$ cat config.mk
export PLATFORM = sky130hd
export DESIGN_NAME = periph_timer_gpio
export DESIGN_NICKNAME = d
export VERILOG_FILES = /design/src/rtl/periph_timer_gpio.sv
export SDC_FILE = /design/constraint.sdc
export NUM_CORES = 1
export LEC_CHECK = 0
export BUFFER_PORTS_ARGS = -buffer_cell sky130_fd_sc_hd__buf_4
export CAP_MARGIN = 10
export CORE_MARGIN = 2
export CORE_UTILIZATION = 50
export CTS_BUF_LIST = sky130_fd_sc_hd__clkbuf_2
export CTS_CLUSTER_SIZE = 40
export DETAILED_ROUTE_END_ITERATION = 10
export HOLD_SLACK_MARGIN = 0.12
export PLACE_DENSITY = 0.67
export SYNTH_ARGS = -nofsm -noshare
export SYNTH_HDL_FRONTEND = slang
export SYNTH_SLANG_ARGS = --single-unit
$ cat constraint.sdc
create_clock -name clock -period 2.88 [get_ports clock]
set_input_delay 0.144 -clock clock [delete_from_list [all_inputs] [get_ports clock]]
set_output_delay 0.144 -clock clock [all_outputs]
set_load 0.01 [all_outputs]
$ cat src/rtl/periph_timer_gpio.sv
`timescale 1ns/1ps
`default_nettype none
// ============================================================================
// Module   : periph_timer_gpio
// Purpose  : Data-memory-mapped peripheral. Holds a prescaled 32-bit
//            down-counter timer and a GPIO port with rising-edge capture.
//            Drives level timer and GPIO interrupts.
// Revision : 1.0 - initial release
// ============================================================================
module periph_timer_gpio #(
  parameter int GPIO_W     = 8,
  parameter int PRESCALE_W = 16
) (
  input  logic              clock,
  input  logic              reset,
  input  logic [29:0]       DataMem_Address,
  input  logic              DataMem_Read,
  input  logic [3:0]        DataMem_Write,
  input  logic [31:0]       DataMem_Out,
  output logic [31:0]       per_dout,
  input  logic [GPIO_W-1:0] gpio_in,
  output logic [GPIO_W-1:0] gpio_out,
  output logic              timer_irq,
  output logic              gpio_irq
);

  localparam logic [3:0] OFF_CTRL      = 4'h0;
  localparam logic [3:0] OFF_STATUS    = 4'h1;
  localparam logic [3:0] OFF_LOAD      = 4'h2;
  localparam logic [3:0] OFF_COUNT     = 4'h3;
  localparam logic [3:0] OFF_PRESCALE  = 4'h4;
  localparam logic [3:0] OFF_GPIO_OUT  = 4'h5;
  localparam logic [3:0] OFF_GPIO_IN   = 4'h6;
  localparam logic [3:0] OFF_GPIO_EDGE = 4'h7;
  localparam logic [3:0] OFF_GPIO_MASK = 4'h8;

  // Architectural state
  logic [3:0]            ctrl;       // [0] EN [1] AUTO_RELOAD [2] TIMER_IE [3] GPIO_IE
  logic                  timer_exp;
  logic [31:0]           load_val;
  logic [31:0]           count;
  logic [PRESCALE_W-1:0] prescale;
  logic [PRESCALE_W-1:0] presc_cnt;
  logic [GPIO_W-1:0]     gpio_mask;
  logic [GPIO_W-1:0]     gpio_edge;
  logic [GPIO_W-1:0]     sync_1;
  logic [GPIO_W-1:0]     sync_2;
  logic [GPIO_W-1:0]     sync_prev;

  // Bus decode
  logic        sel;
  logic [3:0]  off;
  logic        wr_any;
  logic [31:0] byte_mask;
  logic [31:0] wdata_m;
  logic        wr_ctrl, wr_status, wr_load, wr_count;
  logic        wr_prescale, wr_gpio_out, wr_gpio_edge, wr_gpio_mask;
  logic        unused_addr_bits;

  assign sel              = DataMem_Address[29];
  assign off              = DataMem_Address[3:0];
  assign unused_addr_bits = ^DataMem_Address[28:4];
  assign wr_any           = sel & (|DataMem_Write);
  assign byte_mask        = {{8{DataMem_Write[3]}}, {8{DataMem_Write[2]}},
                             {8{DataMem_Write[1]}}, {8{DataMem_Write[0]}}};
  assign wdata_m          = DataMem_Out & byte_mask;

  assign wr_ctrl      = wr_any & (off == OFF_CTRL);
  assign wr_status    = wr_any & (off == OFF_STATUS);
  assign wr_load      = wr_any & (off == OFF_LOAD);
  assign wr_count     = wr_any & (off == OFF_COUNT);
  assign wr_prescale  = wr_any & (off == OFF_PRESCALE);
  assign wr_gpio_out  = wr_any & (off == OFF_GPIO_OUT);
  assign wr_gpio_edge = wr_any & (off == OFF_GPIO_EDGE);
  assign wr_gpio_mask = wr_any & (off == OFF_GPIO_MASK);

  // Timer events
  logic tick;
  logic expire;

  assign tick   = ctrl[0] & (presc_cnt == prescale);
  assign expire = tick & (count == 32'd0);

  // Next CTRL: software byte write wins over the one-shot EN auto-clear
  logic [3:0] ctrl_next;

  always_comb begin
    ctrl_next = ctrl;
    if (wr_ctrl) begin
      ctrl_next = (ctrl & ~byte_mask[3:0]) | wdata_m[3:0];
    end
    if (expire && !ctrl[1] && !(wr_ctrl && DataMem_Write[0])) begin
      ctrl_next[0] = 1'b0;
    end
  end

  // Plain configuration registers with byte-lane merge
  always_ff @(posedge clock or negedge reset) begin
    if (!reset) begin
      ctrl      <= '0;
      load_val  <= '0;
      prescale  <= '0;
      gpio_out  <= '0;
      gpio_mask <= '0;
    end else begin
      ctrl <= ctrl_next;
      if (wr_load)      load_val  <= (load_val & ~byte_mask) | wdata_m;
      if (wr_prescale)  prescale  <= (prescale & ~byte_mask[PRESCALE_W-1:0])
                                     | wdata_m[PRESCALE_W-1:0];
      if (wr_gpio_out)  gpio_out  <= (gpio_out & ~byte_mask[GPIO_W-1:0])
                                     | wdata_m[GPIO_W-1:0];
      if (wr_gpio_mask) gpio_mask <= (gpio_mask & ~byte_mask[GPIO_W-1:0])
                                     | wdata_m[GPIO_W-1:0];
    end
  end

  // Prescaler and down-counter; a COUNT write overrides a same-cycle tick
  always_ff @(posedge clock or negedge reset) begin
    if (!reset) begin
      presc_cnt <= '0;
      count     <= '0;
    end else begin
      if (wr_count) begin
        presc_cnt <= '0;
        count     <= (count & ~byte_mask) | wdata_m;
      end else begin
        if (ctrl[0]) begin
          presc_cnt <= tick ? '0 : presc_cnt + PRESCALE_W'(1);
        end
        if (tick) begin
          if (count != 32'd0) begin
            count <= count - 32'd1;
          end else if (ctrl[1]) begin
            count <= load_val;
          end
        end
      end
    end
  end

  // Expiry flag: hardware set beats a same-cycle write-1-to-clear
  always_ff @(posedge clock or negedge reset) begin
    if (!reset) begin
      timer_exp <= 1'b0;
    end else begin
      timer_exp <= expire | (timer_exp & ~(wr_status & wdata_m[0]));
    end
  end

  // Two-flop input synchroniser, delayed copy and edge flags
  always_ff @(posedge clock or negedge reset) begin
    if (!reset) begin
      sync_1    <= '0;
      sync_2    <= '0;
      sync_prev <= '0;
      gpio_edge <= '0;
    end else begin
      sync_1    <= gpio_in;
      sync_2    <= sync_1;
      sync_prev <= sync_2;
      gpio_edge <= (sync_2 & ~sync_prev)
                 | (gpio_edge & ~(wr_gpio_edge ? wdata_m[GPIO_W-1:0] : '0));
    end
  end

  // Registered interrupt outputs
  always_ff @(posedge clock or negedge reset) begin
    if (!reset) begin
      timer_irq <= 1'b0;
      gpio_irq  <= 1'b0;
    end else begin
      timer_irq <= timer_exp & ctrl[2];
      gpio_irq  <= ctrl[3] & (|(gpio_edge & gpio_mask));
    end
  end

  // Read mux; unused bits and unmapped offsets return zero
  logic [31:0] rd_val;

  always_comb begin
    rd_val = '0;
    case (off)
      OFF_CTRL:      rd_val[3:0]            = ctrl;
      OFF_STATUS:    rd_val[0]              = timer_exp;
      OFF_LOAD:      rd_val                 = load_val;
      OFF_COUNT:     rd_val                 = count;
      OFF_PRESCALE:  rd_val[PRESCALE_W-1:0] = prescale;
      OFF_GPIO_OUT:  rd_val[GPIO_W-1:0]     = gpio_out;
      OFF_GPIO_IN:   rd_val[GPIO_W-1:0]     = sync_2;
      OFF_GPIO_EDGE: rd_val[GPIO_W-1:0]     = gpio_edge;
      OFF_GPIO_MASK: rd_val[GPIO_W-1:0]     = gpio_mask;
      default:       rd_val                 = '0;
    endcase
  end

  // Read data register: loads on a selected read, otherwise holds
  always_ff @(posedge clock or negedge reset) begin
    if (!reset) begin
      per_dout <= '0;
    end else if (sel && DataMem_Read) begin
      per_dout <= rd_val;
    end
  end

endmodule
`default_nettype wire
==> results.ini <==
[status]
status = finished, final reports clean

[clocking]
clockBufferDepth = 2
cts_tree = yes
clock_sinks = 183
cts_buffers = 17
clkTransAtPathRegs_ps = 300
cts-root-buf = clkbuf_2
ctsResizeCount = 0
htreeDepth = 4
clk_latency_ps = 800

[sta]
setup_tns_ps = 0
relSlewSlack_pct = 45.4
clock-skew-final_ps = 46.8
min_period_ps = 2580
finalCritPeriodShare_pct = 89.6
hold_viol = 0
fmax_ghz = 0.388
setup_violations = 0
slew_violations = 0
grt_setup_unrepaired = false
worstMarginPinSlew_ps = 820

[yosys]
synth-edff-count = 0
synth.avg_cell_area_sq_um = 10.5
async_flop_share_pct = 100
syn_inst = 866
ys_seq_elements = 183
synthFlopType = dfrtp_1
syn-num-nets = 946
syn_area_sq_um = 9060
synth_warnings = 0
synthDistinctLibCells = 70
yosysSeqAreaShare_pct = 50.5

[critical_path]
path_max_fanout = 24
critical_path.startpoint_type = register
cp_top_family = simple AND/OR/NAND/NOR gates
crit_type = register to register
crit_slowest_cell = dfrtp_1
cp.arrival_ps = 3310
crit_buf_inv = 1
max_stage_delay_ps = 540
path_cells = nor4_2, and4_1, nand3_4, buf_4, or3b_1, and3_1, o211ai_1
crit_path_end_kind = register
worstPathRequired_ps = 3610

[global_routing]
grt_pass1_wl_um = 40400
grt_antenna_before_repair = 1
grt_max_degree = 95
grtUsageTotal_pct = 26.3
overflow = 0
grt_pass1_vias = 7519

[cells_and_area]
layout.nets = 1143
synthToLayoutAreaGrowth_pct = 26.0
drive_gt1_share_pct = 23.3
multiInputGateArea_sq_um = 4220
fin_util_pct = 63.8
n_fill_cell = 1463
regArea_sq_um = 4580

[die]
ios = 119
initial_core_util_pct = 50.6
die_area_sq_um = 19200
die_y_um = 139
coreArea_sq_um = 17900
fp.dieW_um = 139
row_count = 49

[route]
viasPerCell = 5.84
wirelength_met1_um = 11200
drc_errors = 0
dr.pass1.iters = 8
routed_wirelength_um = 24800
final_antenna_net_count = 0
vias = 7630
wl_met3_um = 1420
dr_wl_met2_um = 11700
dr.max_layer_used = met4
wl_per_cell_um = 19.0
drt-initial-drc-count = 687

[placed_design]
port_buffers = 93
hpwl_um = 16400
routabilityCongestion = 0.906

[run]
drv_cap = 0

[power_and_ir_drop]
p_per_area_nw_per_um2 = 542
ir_drop_v = 0.000357
p_leak_nw = 5.05

[worst_hold_path]
hp-class = primary input to register

[through the flow]
step                      hold slack [ps]  area (sq um)  power, mW  worst slack [ps]  cells
after CTS                             122         11400       6.21               211   1303
after floorplan                      -152          9060       4.14               532    866
after global routing                  125         11400       6.55              92.4   1306
final                                 177         11400       6.19               301   1306
after global placement                253         10100       4.68               327   1172
after detailed placement              254         10100       4.71               239   1172
[timing repair]
action	4_1_cts	5_1_grt
buffers inserted	0	2
hold buffers	99	0
setup endpoints to repair	0	2
hold endpoints to repair	343	0
[report_power, final]
group          leakage (nW)  internal (mW)  switching (mW)
Clock                 0.159          0.374            1.03
Sequential             2.32           2.92           0.414
Combinational          2.57          0.782           0.679
[tightest hold or removal path: cells and delay by family]
family                 cells  cell delay (ps)
buffers and inverters      2              680
muxes                      1              150
[layout make-up]
| class | count | share of cell area (%) |
|---|---|---|
| sequential | 183 | 40.1 |
| multi-input combinational | 614 | 36.9 |
| timing repair buffer | 227 | 17.5 |
| tap | 229 | 2.51 |
| clock inverter | 15 | 1.59 |
| clock buffer | 17 | 0.745 |
| inverter | 20 | 0.657 |
| antenna | 1 | 0.0219 |
[routing by layer]
metal / GRT usage, % / up-vias
met2: 41.8 / 273
met1: 37.6 / 3749
li1: - / 3568
met3: 4.32 / 40
met4: 8.08 / 0
met5: 0 / -
[cell families (layout without fill, tap and decap cells)]
family	Yosys count	after routing	synth area share [%]
buf+inv	69	279	3.09
mux	82	82	10.6
xor+xnor	47	47	4.54
simple gates	306	306	16.9
fa+ha+maj	3	3	0.414
compound gates	176	176	13.9
flops	183	183	50.5
other cells	0	1	0
[cell usage after synthesis (all sizes together) (2+ instances only)]
cell type | instances | area (sq um)
clkbuf | 34 | 128
inv | 20 | 75.1
nor2b | 5 | 31.3
a2bb2oi | 3 | 26.3
a211o | 8 | 70.1
nand3 | 57 | 298
a21boi | 3 | 22.5
a21oi | 7 | 35.0
nor4b | 3 | 38.8
or4 | 4 | 33.8
o31ai | 2 | 15.0
a22o | 11 | 96.3
and3 | 14 | 87.6
nand2 | 113 | 427
xor2 | 14 | 123
o211ai | 17 | 133
mux4 | 4 | 90.1
o21ai | 56 | 280
mux2 | 69 | 777
nand4 | 13 | 87.6
o311ai | 2 | 17.5
nor3 | 17 | 90.1
a222oi | 15 | 150
nor2 | 45 | 169
o32a | 2 | 20.0
a22oi | 28 | 210
xnor2 | 33 | 289
or3 | 5 | 31.3
and4 | 3 | 26.3
ha | 3 | 37.5
mux2i | 9 | 90.1
dfrtp | 183 | 4580
a31oi | 8 | 50.1
nand2b | 3 | 18.8
nor4 | 8 | 77.6
buf | 15 | 77.6
and2 | 9 | 56.3
nand3b | 2 | 15.0
[placed cells by master, fill, tap and decap left out, types with 8 or more instances in the layout]
master	count
dlygate4sd3_1	99
xnor2_1	33
inv_1	20
nor3_1	16
mux2i_1	9
a211o_1	8
and3_1	14
o211ai_1	16
mux2_2	69
nand3_1	56
and2_1	9
nand2_1	111
xor2_1	14
nand4_1	12
o21ai_0	56
a22oi_1	28
a222oi_1	15
a31oi_1	8
a22o_1	11
clkbuf_2	17
nor2_1	45
buf_4	124
dfrtp_1	183
[final timing paths]
kind / from / end / slack [ps] / cells after the start
max in group asynchronous: reset / asynchronous set/reset pin / 1650 / 4
hold reg to reg: sync_1[3]$_DFF_PN0_ / sync_2[3]$_DFF_PN0_ / 390 / 0
min in group asynchronous: reset / per_dout[26]$_DFFE_PN0P_ / 470 / 3
setup / recovery: register / register / 300 / 7
setup reg to reg: register / register / 300 / 7
hold / removal: DataMem_Out[7] / register / 180 / 3
Power figures use the tool's default switching activity.
